### src/rtl/syntrim_ctrl.sv
// Frame-phase trim controller: steers line length hlen so the internal frame rate tracks the external sync.
// Optional build macro SYNTRIM_FAST_ACQ_EN: use a correction step of 4 while acquiring.
module syntrim_ctrl #(
  parameter int HNOM     = 1064,
  parameter int TRIM_MAX = 15,
  parameter int LOCK_CNT = 16,
  parameter int ERR_LIM  = 4
) (
  input  logic              clk,
  input  logic              rst,
  input  logic [1:0]        fr,
  input  logic              extsyn,
  input  logic              uph,
  input  logic              downh,
  input  logic              beginsyn,
  input  logic              tv,
  output logic [10:0]       hlen,
  output logic signed [5:0] trim,
  output logic              restart,
  output logic              locked,
  output logic [1:0]        state
);

  typedef enum logic [1:0] {FREE = 2'd0, ACQ = 2'd1, TRACK = 2'd2, LOCK = 2'd3} state_t;

  localparam logic signed [6:0] TMAX   = 7'(TRIM_MAX);
  localparam logic signed [6:0] TMAX_N = -TMAX;

  state_t            st;
  logic [1:0]        fr_q;
  logic              fu, fd;
  logic [7:0]        lock_cnt;
  logic [3:0]        err_cnt;

  logic              fu_e, fd_e, inc, dec, over;
  logic signed [6:0] step, trim_x, req;
  logic signed [5:0] trim_nxt;
  logic [3:0]        err_nxt;
  logic [7:0]        lock_nxt;

  assign state = st;

  function automatic logic [10:0] nominal(input logic [1:0] f);
    return 11'(HNOM >> f);
  endfunction

  function automatic logic signed [5:0] sat_trim(input logic signed [6:0] r);
    if (r > TMAX)        return TMAX[5:0];
    else if (r < TMAX_N) return TMAX_N[5:0];
    else                 return r[5:0];
  endfunction

  // Nominal plus sign-extended trim in 12 bits, truncated to the 11-bit port.
  function automatic logic [10:0] calc_hlen(input logic [1:0] f, input logic signed [5:0] t);
    logic [11:0] s;
    s = {1'b0, nominal(f)} + {{6{t[5]}}, t};
    return s[10:0];
  endfunction

  // Frame-end evaluation; pulses arriving together with tv belong to the ending frame.
  always_comb begin
    fu_e = fu | uph;
    fd_e = fd | downh;
    inc  = fd_e & ~fu_e;
    dec  = fu_e & ~fd_e;
`ifdef SYNTRIM_FAST_ACQ_EN
    step = (st == ACQ) ? 7'sd4 : 7'sd1;
`else
    step = 7'sd1;
`endif
    trim_x   = {trim[5], trim};
    req      = trim_x + (inc ? step : (dec ? -step : 7'sd0));
    trim_nxt = sat_trim(req);
    // Only a request made while already pinned at the clamp is an error.
    over     = (inc && trim_x >= TMAX) || (dec && trim_x <= TMAX_N);
    err_nxt  = err_cnt + 4'd1;
    lock_nxt = (lock_cnt == 8'hFF) ? lock_cnt : lock_cnt + 8'd1;
  end

  always_ff @(posedge clk) begin
    if (rst) begin
      st       <= FREE;
      trim     <= '0;
      hlen     <= nominal(fr);
      restart  <= 1'b0;
      locked   <= 1'b0;
      fr_q     <= fr;
      fu       <= 1'b0;
      fd       <= 1'b0;
      lock_cnt <= '0;
      err_cnt  <= '0;
    end else begin
      restart <= 1'b0;
      if (fr != fr_q) begin
        fr_q <= fr;
        hlen <= nominal(fr);
        fu   <= 1'b0;
        fd   <= 1'b0;
        if (st != FREE) begin
          st       <= ACQ;
          trim     <= '0;
          restart  <= 1'b1;
          locked   <= 1'b0;
          lock_cnt <= '0;
          err_cnt  <= '0;
        end
      end else if (!extsyn) begin
        st       <= FREE;
        trim     <= '0;
        locked   <= 1'b0;
        fu       <= 1'b0;
        fd       <= 1'b0;
        lock_cnt <= '0;
        err_cnt  <= '0;
        if (tv) hlen <= nominal(fr_q);
      end else if (st == FREE || beginsyn) begin
        st       <= ACQ;
        trim     <= '0;
        restart  <= 1'b1;
        locked   <= 1'b0;
        fu       <= 1'b0;
        fd       <= 1'b0;
        lock_cnt <= '0;
        err_cnt  <= '0;
      end else if (tv) begin
        fu <= 1'b0;
        fd <= 1'b0;
        if (over && err_nxt == 4'(ERR_LIM)) begin
          st       <= ACQ;
          trim     <= '0;
          hlen     <= nominal(fr_q);
          restart  <= 1'b1;
          locked   <= 1'b0;
          lock_cnt <= '0;
          err_cnt  <= '0;
        end else begin
          trim    <= trim_nxt;
          hlen    <= calc_hlen(fr_q, trim_nxt);
          err_cnt <= over ? err_nxt : 4'd0;
          if (fu_e || fd_e) begin
            lock_cnt <= '0;
            if (st == LOCK) begin
              st     <= TRACK;
              locked <= 1'b0;
            end else if (st == ACQ && (inc || dec)) begin
              st <= TRACK;
            end
          end else begin
            lock_cnt <= lock_nxt;
            if (lock_nxt >= 8'(LOCK_CNT) && st != LOCK) begin
              st     <= LOCK;
              locked <= 1'b1;
            end
          end
        end
      end else begin
        fu <= fu | uph;
        fd <= fd | downh;
      end
    end
  end

endmodule

### config.mk
export PLATFORM = sky130hd
export DESIGN_NAME = syntrim_ctrl
export DESIGN_NICKNAME = d
export VERILOG_FILES = /design/src/rtl/syntrim_ctrl.sv
export SDC_FILE = /design/constraint.sdc
export NUM_CORES = 1
export LEC_CHECK = 0
export CAP_MARGIN = 10
export CELL_PAD_IN_SITES_DETAIL_PLACEMENT = 1
export CELL_PAD_IN_SITES_GLOBAL_PLACEMENT = 2
export CORE_MARGIN = 1
export CORE_UTILIZATION = 24
export CTS_CLUSTER_DIAMETER = 40
export DETAILED_ROUTE_END_ITERATION = 8
export GPL_TIMING_DRIVEN = 0
export PLACE_DENSITY_LB_ADDON = 0.1
export RECOVER_POWER = 25
export SYNTH_ARGS = -nofsm -noshare
export SYNTH_HDL_FRONTEND = slang
export SYNTH_SLANG_ARGS = --single-unit
### constraint.sdc
create_clock -name clk -period 6.46 [get_ports clk]
set_clock_uncertainty 0.2 [all_clocks]
set_input_delay 1.292 -clock clk [delete_from_list [all_inputs] [get_ports clk]]
set_output_delay 1.292 -clock clk [all_outputs]
set_load 0.03 [all_outputs]
==> reports/metrics.csv <==
stage,metric,value,unit
status,status,completed,
global_routing,grt_pass1_wl,13.18,mm
detailed_routing,routedWlPerCell,16.20,um
critical_path,critical_path_required,6380,ps
die,core,10940,um2
layout,antenna_cells,0,
global_routing,overflow,0,
timing,slew_headroom,39.36,%
global_routing,grtUsageTotal,14.80,%
global_routing,grt_pass1_vias,2518,
die,rows,38,
power_and_ir_drop,vdd_ir_drop_max,0.09691,mV
timing,fin_crit,6271,ps
synth,synth_ff_type,dfxtp_1,
layout,nNetsFinal,392,
global_routing,antenna_found_initial,0,
clocking,htreeDepth,2,
timing,fin_ws,189.1,ps
power_and_ir_drop,power_density,226.6,nW/um2
timing,period_share,97.07,%
clocking,cts_tree,done,
clocking,cts_made_buffers,5,
synth,avgSynthCellArea,8.458,um2
synth,yosysUniqueCellTypes,58,
timing,max_freq,159.5,MHz
flow_run,drv_cap,0,
placement,dp.final_hpwl,6.277,mm
placement,dp_slack,-543.0,ps
detailed_routing,antenna_left,0,
detailed_routing,vias_per_cell,4.930,
synth,synth-async-reset-ratio,0,%
detailed_routing,drt_iter0_markers,59,
timing,setup_viol,0,
global_routing,grt_max_degree,12,
synth,synth_area,2715,um2
synth,syn_nets,355,
power_and_ir_drop,leakage,1.371,nW
critical_path,cp_max_fo,9,
detailed_routing,dr.pass1.iters,4,
placement,port_buffers,28,
die,fp.dieW,108.4,um
clocking,clk_pin_slew_worst_paths,60,ps
synth,yosysSeqAreaShare,32.07,%
layout,drive_above_1_share,6.407,%
timing,drv_slew,0,
timing,worst_slew_pin_slew,906.8,ps
clocking,clock_latency,280,ps
critical_path,start_kind,primary input,
placement,gp_congestion,0.7210,
die,pin_count,30,
synth,ys_ff_latch,37,
die,die_h,108.4,um
synth,syn_inst,321,
synth,synth-edff-count,13,
timing,fin_tns_setup,0,ps
layout,mostFrequentLayoutCell,nand2_1,
synth,yosysWarnings,0,
clocking,ctsLongestPathBuffers,2,
clocking,cts-root-buf,clkbuf_16,
timing,holdWs,283.8,ps
critical_path,cp.arrival,6190,ps
layout,mostFrequentLayoutCells,"nand2_1 (30), nor2_1 (25), a21oi_1 (25)",
power_and_ir_drop,finalPower,757.7,uW
critical_path,endpoint_kind,flip-flop,
clocking,clkSinkCount,37,
critical_path,crit_type,in2reg,
detailed_routing,dr_total_vias,2460,
detailed_routing,drc,0,
timing,hold_viol,0,
detailed_routing,totalWireLength,8.085,mm
hold_path,hold_path_class,reg2reg,
die,die-area,11740,um2
layout,area_delta_synth_final,23.13,%
die,initial_core_util,24.83,%
## cell families after synthesis
| kind of cell | share of synthesized area [%] |
|---|---|
| AND/OR/NAND/NOR | 20.14 |
| multiplexers | 2.028 |
| buffers and inverters | 4.516 |
| flip-flops | 32.07 |
| AO/OA/AOI/OAI | 24.01 |
| adder cells (fa/ha/maj) | 12.07 |
| XOR/XNOR | 5.161 |
## report_power, final
group / internal (mW) / switching, mW / leakage [nW]
combinational: 0.0929 / 0.155 / 0.963
sequential: 0.262 / 0.0130 / 0.338
clock: 0.142 / 0.0925 / 0.0706
total: 0.497 / 0.261 / 1.37
## timing repair
item / CTS / global route
pin swaps: 1 / 1
setup buffers: 1 / 1
hold buffers: 0 / 0
endpoints found under the setup margin: 3 / 3
gates resized for setup: 3 / 5
hold endpoints to repair: 0 / 0
## sequential cells by signal, indices dropped and copies added (netlist names)
register	cells
locked	1
trim	6
fd	1
hlen	11
lock_cnt	8
state	2
restart	1
fu	1
fr_q	2
err_cnt	4
## metrics by stage
stage | cells | utilization (%) | instance area [um2]
global route | 499 | 30.57 | 3343
finish | 499 | 30.57 | 3343
floorplan | 321 | - | 2715
detailed placement | 489 | 28.99 | 3171
CTS | 498 | 30.39 | 3323
global placement | 489 | 28.99 | 3171
## layout make-up
class	count	area, um2
Buffer	9	47.55
Clock buffer	6	128.9
Clock inverter	2	10.01
Fill cell	1288	7592
Inverter	20	77.57
Multi-Input combinational cell	255	1738
Sequential cell	37	870.8
Tap cell	140	175.2
Timing Repair Buffer	30	295.3
## routing by layer
| layer | GRT usage, % | routed length (um) | vias up |
|---|---|---|---|
| met5 | 0 | 0 | - |
| met4 | 4.054 | 87 | 0 |
| met3 | 3.014 | 221 | 7 |
| met2 | 23.38 | 3627 | 32 |
| met1 | 20.34 | 4148 | 1173 |
| li1 | - | - | 1248 |
## path summary, 6_finish.rpt
check | startpoint | to | slack [ps] | cells past startpoint
min reg2reg | err_cnt[1] | err_cnt[1] | 280 | 2
min | err_cnt[1] | err_cnt[1] | 280 | 2
max | uph | hlen[10] | 190 | 20
max reg2reg | fu | hlen[10] | 1370 | 19
## worst max-delay path, stage by stage
cell and delay (ps):
clkdlybuf4s50_1 480, nor2_2 70, ha_1 330, ha_2 210, inv_1 60, fa_1 430, and2b_2 290, o221ai_1 190
a21oi_2 240, inv_4 100, o311a_1 140, a2111o_1 410, ha_1 280, fa_1 430, a211o_1 280, o211ai_1 190
a21oi_2 130, a31oi_1 220, xor2_1 210, a2bb2oi_1 210
## cell usage after synthesis (5+ instances only)
master    count  area share, %
a211oi_1      8            2.2
nor2_1       27            3.7
ha_1         23             11
a31oi_1       6            1.4
clkbuf_1      5           0.69
xnor2_1       7            2.3
a21oi_1      27            5.0
nand2_1      30            4.1
nand3_1       9            1.7
edfxtp_1     13             14
nor3_1        7            1.3
a21o_1        6            1.7
o21ai_0      21            3.9
dfxtp_1      24             18
inv_1        20            2.8
nor2b_1       5            1.2
xor2_1        9            2.9
Power figures use the tool's default switching activity.
==> RTL change, RTL diff (same flow settings) <==
Build with the macro `SYNTRIM_FAST_ACQ_EN` defined.
--- a/src/rtl/syntrim_ctrl.sv
+++ b/src/rtl/syntrim_ctrl.sv
@@ -2,2 +2,4 @@
 // Optional build macro SYNTRIM_FAST_ACQ_EN: use a correction step of 4 while acquiring.
+`define SYNTRIM_FAST_ACQ_EN
+
 module syntrim_ctrl #(
Check against the original RTL: not equivalent (a bounded check fails within 4 cycles, from zero or initial values and one cycle with rst high).
==> RTL change against the original RTL <==
- die area increased by 4.2%
- cell area increased by 7.1%
- utilization up 0.64 points
- sequential share of layout area decreased by 1.7 points
- power rose by 9.6%
- routed wire length up 11%
- sequential cell count is the same
- final cell count rose by 6.8%
- critical path depth increased by 1
- area after synthesis grew 4.3%
- setup slack lost 0.029 ns
- count of clock-buffer cells in the layout unchanged
- clock power increased by 34%
- critical endpoint is now hlen[8]
- largest cell class unchanged
==> RTL change: results (changes against the original RTL) <==
status=complete, no violations (unchanged); dpl hpwl=6920 um (was 6280 um); placer's final routability congestion estimate=0.743 (was 0.721); Comb power frac=29.9% (was 32.8%); root buffer cell=clkbuf_16 (unchanged); number of nets in the layout=418 (was 392); Worst Setup EP=hlen[8] (was hlen[10]); nonclk buf count=47 (was 39); net switching power=274 uW (was 261 uW); Total Wirelength=8950 um (was 8090 um); average wire per standard cell=16.8 um (was 16.2 um); first-pass GRT wire length=14,900 um (was 13,200 um); CP max stage delay=0.57 ns (was 0.48 ns); total placed cells including tap cells=519 (was 489); worst skew pair latency=0.29 ns; Synthesized Nets=377 (was 355); total global-route track usage=15.1% (was 14.8%); buffer share of cell area=10.8% (was 10.3%); share of post-route cells with drive strength above 1=10.8% (was 6.41%); routing usage on met2=24.2% (was 23.4%); Post-Synth XOR/XNOR Area=3.71% (was 5.16%); met1 GRT Util=21.0% (was 20.3%); Post-synth EDFFs=13 (unchanged); mux cell area share after synthesis=3.00% (was 2.03%); n_diodes=0 (unchanged); Max power group=clock (was sequential cells); sequential cell area fraction in the yosys report=30.8% (was 32.1%); Mapped Cells=348 (was 321); Post-synth top cells=38 x nor2_1, 34 x nand2_1, 26 x a21oi_1 (was 30 x nand2_1, 27 x a21oi_1, 27 x nor2_1); CP Launch Point=downh (was uph); Filler cells=1,374 (was 1,288); CP max-delay cell=or4_4 (was clkdlybuf4s50_1); inverters=13 (was 20); main area contributors after synthesis=dfxtp_1 17%, edfxtp_1 14%, ha_1 8.0% (was dfxtp_1 18%, edfxtp_1 14%, ha_1 11%); Worst Path Max Fanout=5 (was 9); final setup fails=0 (unchanged); vias=2,724 (was 2,460); Synth Area in Compound Gates=24.5% (was 24.0%); initial antenna violation count=0 (unchanged); number of buffers created by CTS=5 (unchanged); R2R Setup Slk=1.28 ns (was 1.37 ns); ys flop type=dfxtp_1 (unchanged); multi-input gates=285 (was 255); leakage=1.37 nW (about the same); maximum VDD drop=0.104 mV (was 0.0969 mV); largest net degree at the start of global routing=14 (was 12); worst r2r src=state[0] (was fu); fraction of area in multi-input gates=53.2% (was 52.0%); R2R depth=18 (was 19); Clk network pwr share=37.7% (was 30.9%); Worst Path Arrival=6.12 ns (was 6.19 ns); DRT Pass-1 Iters=4 (unchanged); Synth Area in Adders=9.72% (was 12.1%); clock buffer depth=2 (unchanged); Slew HR=28.0% (was 39.4%); met3 Usage GRT=2.52% (was 3.01%); Starting DRT DRC Count=76 (was 59); synth unique cells=63 (was 58); clk cell area share=5.28% (was 4.15%)
-- RTL change: cell types whose count changed in the layout (fill, tap and decap cells not counted), sizes merged, moves of 4 or more --
cell	change
buf	+5
nor2	+11
inv	-7
ha	-5
a211oi	+5
o21ai	+4
nor3	+4
nand2	+4
-- RTL change: worst min-delay path, delay by kind of cell, from the launching register on --
kind,cells,cell delay (ns)
flops,1,0.32
compound gates,1,0.05
simple gates,1,0.06
-- RTL change: stage by stage --
step	total power, mW	util, %	cell area (um^2)	setup TNS [ns]	setup WS [ns]
finish	0.830	31.2	3580	0	0.160
global placement	0.523	28.7	3290	-2.86	-0.632
floorplan	0.438	-	2830	0	0.310
CTS	0.844	30.8	3530	0	0.00264
global route	0.877	31.2	3580	-0.0322	-0.0168
detailed placement	0.523	28.7	3290	-2.91	-0.671
-- RTL change: how the worst min path moves through the flow --
stage                     slack (ns)        from  depth (start not counted)         end
after floorplan                 0.24  err_cnt[3]                          2  err_cnt[3]
after global placement          0.27  err_cnt[1]                          2  err_cnt[1]
after detailed placement        0.26  err_cnt[3]                          2  err_cnt[3]
after CTS                       0.27  err_cnt[3]                          2  err_cnt[3]
after global routing            0.30  err_cnt[3]                          2  err_cnt[3]
final                           0.27  err_cnt[3]                          2  err_cnt[3]
-- RTL change: cell families after synthesis --
kind of cell,Yosys count
compound gates,107
fa+ha+maj,21
mux,8
xor+xnor,12
simple gates,137
buf+inv,26
flops,37
-- RTL change: what timing repair did --
item,in CTS,in global routing
hold buffers,0,0
resized for setup,9,9
setup endpoints to repair,4,5
pin swaps,3,6
setup buffers,2,4
-- RTL change: metal layers --
layer  part of all wire [%]  vias up
met3                    1.8        6
met4                   0.91        0
met5                      0        -
li1                       -     1370
met1                     52     1309
met2                     45       39
